### src/rtl/id_pkg.sv
// id_pkg: shared types, control encodings and ID/EX buffer field offsets for the ID stage
package id_pkg;
    localparam int DATA_W = 24;
    localparam int REG_N  = 16;
    localparam int INST_W = 32;
    localparam int BUF_W  = 123;
    typedef enum logic [1:0] {R_ALU = 2'b00, I_ALU = 2'b01, MEM = 2'b10, BR = 2'b11} inst_type_e;
    localparam int CTRL_REG_WRITE   = 0;
    localparam int CTRL_MEM_TO_REG  = 1;
    localparam int CTRL_MEM_WRITE   = 2;
    localparam int CTRL_BRANCH      = 3;
    localparam int CTRL_ALU_SRC_IMM = 4;
    localparam int OFF_COND  = 119;
    localparam int OFF_TYPE  = 117;
    localparam int OFF_CTRL  = 112;
    localparam int OFF_ALUOP = 108;
    localparam int OFF_RA    = 104;
    localparam int OFF_RD1   = 80;
    localparam int OFF_RB    = 76;
    localparam int OFF_RD2   = 52;
    localparam int OFF_RD    = 48;
    localparam int OFF_RD3   = 24;
    localparam int OFF_IMM   = 0;
    localparam logic [3:0] ALU_ADD = 4'b0010;
endpackage

### src/rtl/instruction_decode_if.sv
// instruction_decode_if: IF/ID instruction, WB write port and ID/EX buffer bundle
//   master drives en, inst, WE, Rd, WD and samples bufferOut; slave (the ID stage) the reverse
interface instruction_decode_if;
    import id_pkg::*;
    logic               en;
    logic [INST_W-1:0]  inst;
    logic               WE;
    logic [3:0]         Rd;
    logic [DATA_W-1:0]  WD;
    logic [BUF_W-1:0]   bufferOut;
    modport master (output en, inst, WE, Rd, WD, input bufferOut);
    modport slave  (input en, inst, WE, Rd, WD, output bufferOut);
endinterface

### src/rtl/register_file.sv
// register_file: 16x24 register file, three combinational reads with write-first bypass, r0 hardwired to 0
//   clk, rst (sync, active-low); we/wa/wd write port; ra/rb/rc read addresses; da/db/dc read data
module register_file
    import id_pkg::*;
(
    input  logic              clk,
    input  logic              rst,
    input  logic              we,
    input  logic [3:0]        wa,
    input  logic [DATA_W-1:0] wd,
    input  logic [3:0]        ra,
    input  logic [3:0]        rb,
    input  logic [3:0]        rc,
    output logic [DATA_W-1:0] da,
    output logic [DATA_W-1:0] db,
    output logic [DATA_W-1:0] dc
);
    logic [DATA_W-1:0] mem [REG_N];

    // r0 is never bypassed, so the zero check comes first
    function automatic logic [DATA_W-1:0] rd_port(input logic [3:0] a);
        return a == 4'd0 ? '0 : (we && wa == a) ? wd : mem[a];
    endfunction

    assign da = rd_port(ra);
    assign db = rd_port(rb);
    assign dc = rd_port(rc);

    always_ff @(posedge clk)
        if (!rst) mem <= '{default: '0};
        else if (we && wa != 4'd0) mem[wa] <= wd;
endmodule

### src/rtl/instruction_decode.sv
// instruction_decode: ID stage, decodes inst, reads operands and registers the 123-bit ID/EX bundle
//   clk, rst (sync, active-low); bus.slave carries en, inst, WB write port and bufferOut
module instruction_decode
    import id_pkg::*;
(
    input  logic                 clk,
    input  logic                 rst,
    instruction_decode_if.slave  bus
);
    logic [DATA_W-1:0] rd1, rd2, rd3, imm;
    logic [4:0]        ctrl;
    logic [3:0]        aluop;
    inst_type_e        typ;
    logic              nop;

    register_file u_rf (
        .clk (clk),
        .rst (rst),
        .we  (bus.WE),
        .wa  (bus.Rd),
        .wd  (bus.WD),
        .ra  (bus.inst[21:18]),
        .rb  (bus.inst[17:14]),
        .rc  (bus.inst[25:22]),
        .da  (rd1),
        .db  (rd2),
        .dc  (rd3)
    );

    assign typ = inst_type_e'(bus.inst[31:30]);
    assign nop = bus.inst == '0;

    // ctrl bits are {aluSrcImm, branch, memWrite, memToReg, regWrite}; inst[29] selects store within MEM
    always_comb begin
        ctrl  = nop ? 5'b00000 :
                typ == R_ALU ? 5'b00001 :
                typ == I_ALU ? 5'b10001 :
                typ == MEM ? (bus.inst[29] ? 5'b00100 : 5'b00011) : 5'b11000;
        aluop = nop ? 4'b0000 : (typ == MEM || typ == BR) ? ALU_ADD : bus.inst[29:26];
        imm   = typ == BR ? bus.inst[23:0] : {6'b0, bus.inst[17:0]};
    end

    always_ff @(posedge clk)
        if (!rst) bus.bufferOut <= '0;
        else if (bus.en) bus.bufferOut <= {bus.inst[29:26], bus.inst[31:30], ctrl, aluop,
                                           bus.inst[21:18], rd1, bus.inst[17:14], rd2,
                                           bus.inst[25:22], rd3, imm};
endmodule

### src/flat_wrapper.sv
// flat-port wrapper written by rule: the top's interface ports become plain ports
module instruction_decode_flat import id_pkg::*;
  (clk, rst, bus_en, bus_inst, bus_WE, bus_Rd, bus_WD, bus_bufferOut);
  instruction_decode_if bus_i ();
  input  logic clk;
  input  logic rst;
  input wire logic [$bits(bus_i.en)-1:0] bus_en;
  input wire logic [$bits(bus_i.inst)-1:0] bus_inst;
  input wire logic [$bits(bus_i.WE)-1:0] bus_WE;
  input wire logic [$bits(bus_i.Rd)-1:0] bus_Rd;
  input wire logic [$bits(bus_i.WD)-1:0] bus_WD;
  output wire logic [$bits(bus_i.bufferOut)-1:0] bus_bufferOut;
  assign bus_i.en = bus_en;
  assign bus_i.inst = bus_inst;
  assign bus_i.WE = bus_WE;
  assign bus_i.Rd = bus_Rd;
  assign bus_i.WD = bus_WD;
  assign bus_bufferOut = bus_i.bufferOut;
  instruction_decode u_core (.clk(clk), .rst(rst), .bus(bus_i));
endmodule
### config.mk
export PLATFORM = sky130hd
export DESIGN_NAME = instruction_decode_flat
export DESIGN_NICKNAME = d
export VERILOG_FILES = /design/src/rtl/id_pkg.sv /design/src/rtl/instruction_decode_if.sv /design/src/rtl/register_file.sv /design/src/rtl/instruction_decode.sv /design/src/flat_wrapper.sv
export SDC_FILE = /design/constraint.sdc
export NUM_CORES = 1
export LEC_CHECK = 0
export BUFFER_PORTS_ARGS = -buffer_cell sky130_fd_sc_hd__buf_2
export CAP_MARGIN = 20
export CELL_PAD_IN_SITES_DETAIL_PLACEMENT = 0
export CELL_PAD_IN_SITES_GLOBAL_PLACEMENT = 1
export CORE_MARGIN = 4
export CORE_UTILIZATION = 25
export DETAILED_ROUTE_END_ITERATION = 8
export PLACE_DENSITY_LB_ADDON = 0.05
export RECOVER_POWER = 25
export SYNTH_ARGS = -nofsm -noshare
export SYNTH_HDL_FRONTEND = slang
export SYNTH_SLANG_ARGS = --single-unit
### constraint.sdc
create_clock -name clk -period 3.53 [get_ports clk]
set_input_delay 0.8825 -clock clk [delete_from_list [all_inputs] [get_ports clk]]
set_output_delay 0.8825 -clock clk [all_outputs]
set_load 0.005 [all_outputs]
==> results.md, run 1 <==
- Number of fill cells: 11650
- DIE AREA: between 100000 and 150000 um^2
- Clk sink count: about 500
- Cts bufs inserted: 67
- Worst EP required: around 4000 ps
- Via/cell ratio: between 5 and 6
- Post-synth EDFFs: 0
- Nets: between 3000 and 4000
- Worst setup SP type: input pin
- Post-layout min period: slightly below 3000 ps
- Warnings from Yosys: 0
- Gr ovfl total: 0
- Synth top cells by count: nand2_1 (730), a21oi_1 (519), dfxtp_1 (503)
- Core box area: between 100000 and 150000 um^2
- Crit path DAT: 3380 ps
- Power per cell area: 451.1 nW/um^2
- Failing checks: capacitance limit, slew limit
- Die width: 342.5 um
- FMAX: 343.5 MHz
- Final RePlAce weighted congestion: 0.8118
- Slew margin rel.: -58.30%
- Max_cap viols: 2
- # port buffers: 186
- Area Overhead vs Synth: 18.96%
- Crit path capture type: flip-flop
- Final setup viols: 0
- I/O pin cnt: 187
- First-pass GRT wire length: just over 200000 um
- Clk Latency, worst-skew pair: 620 ps
- Clk buf depth: 3
- Post-CTS Resized: 0
- Syn Std Cell Area: 27980 um^2
- Post-synthesis average cell area: 9.064 um^2
- CTS tree: built
- Synth unique cells: 38
- Quantity of hold-fixing buffers added after cts: 0
- Number of global-route vias before repair: between 20000 and 30000
- Residual DRC: 0
- Initial antenna violation count: 10
- Status: finished, violations left
- Global-route usage over all layers: 24.69%
- Final Hold Fails: 0
- Largest net degree at the start of global routing: 89
- Routed via count: 25910
- Layout Utilization: a little under a third
- Fin. max-slew vios: 80
- Reg2Reg Depth: 4
- Placement-stage worst setup slack: 399.3 ps
- R2r startpoint: u_core.u_rf.mem[11]
- Final ANT Viol Nets: 0
- Detail Placement HPWL: 98020 um
- Main synth FF type: dfxtp_1
- Layout cells sized above 1: 21.32%
- Initial Utilization: 25.25%
- RSZ-0062 raised after global routing: false
- Seq cells post-synth: 503
- CP max FO: 18
- Worst setup margin: 618.6 ps
- Post-CTS Setup Inserts: 0
- Hold EP: u_core.bus.bufferOut[19]
- DP Area: 31030 um^2
- Syn Nets: 3151
- Kind of critical path: in2reg
- 1st-iter DRT viols: roughly 2500
- HP Class: reg2reg
- VDD IR-drop max: ~270 uV
- Lkg Pwr: 11.59 nW
- Hold path start: u_core.bus.bufferOut[19]
- WL final: 148500 um
- WL per Instance: about 31 um
- Setup Skew: 20.41 ps
- Final Instance Area: between 30000 and 40000 um^2
- DR pass1 iterations: 7
- Sequential area share after synthesis: 35.99%
- Post-route setup TNS: 0 ps
- Reg-to-Reg End: u_core.bus.bufferOut[91]
- Die Height: 342.5 um
- Root buffer cell: clkbuf_16
- Mapped Cells: around 3100
- Async S/R FF share, synth: 0%
- CTS clk-pin slew, worst paths: 60 ps
- Site Rows: 122
- Share of the synthesized area in the top cell type: 35.99%
- Final period utilization: 82.48%
- Leading area contributor after synthesis: dfxtp_1
- Largest cells by area after synthesis: dfxtp_1 (36%), mux4_2 (17%), nand2_1 (9.8%), a21oi_1 (9.3%), mux2i_1 (6.3%)
- Worst Tran Pin Value: ~2400 ps
- H-Tree Depth: 3
- Hold depth: 2
- Top-count cell post-synth: nand2_1
- R2R setup slack: 1640 ps
==> flip-flops by register name (all words and copies together), names as in the netlist <==
name                  flops
u_core.u_rf.mem         384
u_core.bus.bufferOut    119
==> critical path: stages <==
cell and delay [ps]:
clkbuf_1 880, nand3_1 940, buf_4 500, nand2_1 100, a21oi_1 60
==> kinds of logic (layout without fill, tap and decap cells) <==
kind of cell,count (synthesis),in the layout,synth area share [%]
AO/OA/AOI/OAI,885,885,19.42
XOR/XNOR,12,12,0.3756
multiplexers,391,391,23.65
other,0,5,0
AND/OR/NAND/NOR,974,974,14.99
flip-flops,503,503,35.99
buffers and inverters,322,476,5.581
==> layout make-up <==
class	count	area, um^2	area share, %
clock buffers	99	2044	6.142
multi-input cells	2262	16400	49.27
repair buffers	356	2626	7.890
well taps	1488	1862	5.593
clock inverters	20	260.3	0.7819
diodes	5	12.51	0.03759
flip-flops and latches	503	10070	30.25
inverters	1	11.26	0.03383
==> per-layer routing <==
| layer | up-vias | track usage, % | share of wire (%) |
|---|---|---|---|
| met2 | 1036 | 36.46 | 42 |
| met3 | 167 | 4.496 | 7.0 |
| met1 | 13330 | 37.09 | 49 |
| li1 | 11370 | - | - |
| met5 | - | 0 | 0.023 |
| met4 | 6 | 5.791 | 2.0 |
==> layout by cell type, fill, tap and decap left out, types with 72 or more instances in the layout <==
cell type / instances
nand2_1: 730
buf_4: 130
a22o_1: 72
mux2i_1: 175
o21ai_0: 73
nand2b_1: 113
a221oi_1: 72
buf_2: 176
mux4_2: 216
a21boi_0: 72
dfxtp_1: 503
a21oi_1: 519
clkbuf_16: 73
a2bb2oi_1: 72
==> worst max path at each step <==
stage / startpoint / endpoint / slack [ps] / cells past startpoint
floorplan: bus_inst[15] / u_core.bus.bufferOut[59] / 1190 / 6
global route: bus_Rd[3] / u_core.u_rf.mem[53] / 530 / 6
global placement: bus_inst[23] / u_core.bus.bufferOut[28] / 420 / 7
finish: bus_Rd[3] / u_core.u_rf.mem[8] / 620 / 5
CTS: bus_inst[23] / u_core.bus.bufferOut[28] / 1080 / 7
detailed placement: bus_inst[23] / u_core.bus.bufferOut[28] / 400 / 7
==> metrics by stage <==
| step | std cells | hold WS (ps) | power (mW) |
|---|---|---|---|
| 6_report | 4734 | 467.1 | 15.02 |
| 5_1_grt | 4729 | 487.7 | 15.54 |
| 4_1_cts | 4729 | 460.2 | 15.21 |
| 3_5_place_dp | 4610 | 460.3 | 7.846 |
| 3_3_place_gp | 4609 | 455.3 | 7.839 |
| 2_1_floorplan | 3087 | 452.7 | 6.958 |
==> power breakdown <==
part | switching (mW) | internal [mW]
Clock | 2.85 | 4.44
Sequential | 0.108 | 5.79
Combinational | 1.22 | 0.611
Power figures use the tool's default switching activity.
==> run 2, diff against run 1 <==
ABC_AREA = 1   (was unset)
clock period = 2.7 ns   (was 3.53 ns; I/O delays follow)
==> results.md, run 2 <==
- Status: finished, violations left
- Failing checks: capacitance limit, slew limit
- Worst setup margin: around 420 ps
- R2r startpoint: u_core.u_rf.mem[103]
- Commonest cells after routing, fill and taps aside: nand2_1 (1372), nand3_1 (1086), dfxtp_1 (503)
- CP max FO: 48
- Final setup viols: 0
- DR pass1 iterations: 7
- Worst Tran Pin Value: 1588 ps
- Biggest register: u_core.u_rf.mem
- Root buffer cell: clkbuf_16
- Post-CTS Resized: 0
- Final Hold Fails: 0
- Sequential area share after synthesis: 33.83%
- DIE AREA: 124700 um^2
- Async S/R FF share, synth: 0%
- Largest registers: u_core.u_rf.mem: 384 flops, u_core.bus.bufferOut: 119 flops
- Worst EP required: 3170 ps
- CTS tree: built
- Max reg flops: 384
- Cts bufs inserted: 70
- Gr ovfl total: 0
- Worst setup path start: bus_Rd[2]
- Via/cell ratio: 5.061
- Layout cells sized above 1: between 9 and 10%
- Nets: 4968
- Slew margin rel.: -5.897%
- Final RePlAce weighted congestion: 0.7930
- H-Tree Depth: 3
- Post-layout min period: 2278 ps
- Top-count cell post-synth: nand2_1
- Fin. max-slew vios: 121
- Main synth FF type: dfxtp_1
- Clk buf depth: 3
- Final ANT Viol Nets: 0
- RSZ-0062 raised after global routing: false
- Syn Std Cell Area: 29770 um^2
- Logic gate share of total power: 16.8%
- Number of global-route vias before repair: 31460
- Warnings from Yosys: 0
- P_sw: approximately 6.7 mW
- Clock share of power: between 40% and 50%
- HP Class: in2reg
- Die width: 353.1 um
- Hold path start: bus_inst[0]
- Quantity of hold-fixing buffers added after cts: 0
- Number of fill cells: about 13000
- I/O pin cnt: 187
- Placement-stage worst setup slack: 154.1 ps
- Post-synthesis average cell area: 5.997 um^2
- Site Rows: between 100 and 150
- Crit path capture type: flip-flop
- Crit path DAT: 2750 ps
- Post-route setup TNS: 0 ps
- Post-synth EDFFs: 0
- VDD IR-drop max: between 400 and 500 uV
- Cell internal pwr: 14.93 mW
- Largest cells by area after synthesis: dfxtp_1 (34%), nand3_1 (18%), nand2_1 (17%), a21oi_1 (7.8%), o21ai_0 (6.5%)
- WL final: 169600 um
- Residual DRC: 0
- Power per cell area: 619.0 nW/um^2
- Worst setup SP type: input pin
- Leading area contributor after synthesis: dfxtp_1
- Mapped Cells: about 5000
- Sequential power share: 36.3%
- Largest net degree at the start of global routing: 127
- # port buffers: 186
- Die Height: 353.1 um
- Clk Latency, worst-skew pair: about 650 ps
- Seq cells post-synth: 503
- CTS clk-pin slew, worst paths: 60 ps
- Switching portion of total power: 30.88%
- Syn Nets: roughly 5000
- Routed via count: between 30000 and 40000
- First-pass GRT wire length: 243000 um
- Lkg Pwr: 16.20 nW
- 1st-iter DRT viols: about 2800
- WL per Instance: 26.09 um
- Max_cap viols: 2
- Commonest non-fill, non-tap cell in the layout: nand2_1
- Detail Placement HPWL: 104000 um
- FMAX: 439.0 MHz
- Setup Skew: 32.52 ps
- Final period utilization: 84.37%
- Area Overhead vs Synth: 17.20%
- Global-route usage over all layers: 26.38%
- Initial antenna violation count: 8
- Initial Utilization: 25.21%
- Kind of critical path: in2reg
- Clk sink count: 503
- Core box area: 118100 um^2
- Post-CTS Setup Inserts: 0
- Synth top cells by count: nand2_1 (1372), nand3_1 (1089), dfxtp_1 (503)
- Share of the synthesized area in the top cell type: 33.83%
- Synth unique cells: 21
## run 2: final timing paths
check	endpoint	slack (ps)	depth (start not counted)
max	u_core.u_rf.mem[285]	420	7
min	u_core.bus.bufferOut[0]	280	3
max reg2reg	u_core.bus.bufferOut[87]	1170	8
min reg2reg	u_core.u_rf.mem[369]	420	2
## run 2: power by group through the flow
stage / clock network (mW) / registers (mW) / logic (mW)
6_report: 10.1 / 7.83 / 3.62
2_1_floorplan: 0 / 7.91 / 2.09
5_1_grt: 10.7 / 7.85 / 3.96
3_5_place_dp: 0 / 8.01 / 3.63
3_3_place_gp: 0 / 8.01 / 3.64
4_1_cts: 10.4 / 7.84 / 3.64
## run 2: critical path: stages
cell      delay [ps]
clkbuf_1         570
nand3_1          300
nor2_1           160
clkinv_1          70
clkbuf_4         490
o21ai_0          330
a21oi_1           60
## run 2: stage by stage
step | power (mW) | cell area, um^2 | hold WS (ps) | util [%] | cells
after global placement | 11.64 | 32480 | 413.3 | 27.51 | 6368
final | 21.60 | 34890 | 278.5 | 29.55 | 6498
after floorplan | 9.998 | 29770 | 407.1 | - | 4964
after detailed placement | 11.63 | 32480 | 416.4 | 27.51 | 6368
after global routing | 22.47 | 34880 | 247.7 | 29.54 | 6495
after CTS | 21.92 | 34950 | 229.2 | 29.60 | 6494
## run 2: layout make-up
type	count	area, um^2	area share (%)
flip-flops and latches	503	10070	28.86
well taps	1536	1922	5.508
clock inverters	25	356.6	1.022
clock buffers	101	2112	6.053
multi-input cells	3549	15850	45.43
repair buffers	331	2855	8.184
diodes	4	10.01	0.02869
inverters	449	1713	4.909
## run 2: routing by layer
| metal | GRT usage [%] | up-vias | routed length [um] |
|---|---|---|---|
| li1 | - | 15940 | - |
| met5 | 0 | - | 14 |
| met3 | 3.027 | 202 | 8102 |
| met2 | 44.78 | 995 | 79750 |
| met1 | 35.27 | 15750 | 76270 |
| met4 | 7.544 | 2 | 5416 |
## run 2: kinds of logic after synthesis
family / after synthesis / share of synthesized area (%)
buffers and inverters: 912 / 13.04
AND/OR/NAND/NOR: 2692 / 38.64
XOR/XNOR: 7 / 0.2059
flip-flops: 503 / 33.83
AO/OA/AOI/OAI: 850 / 14.29
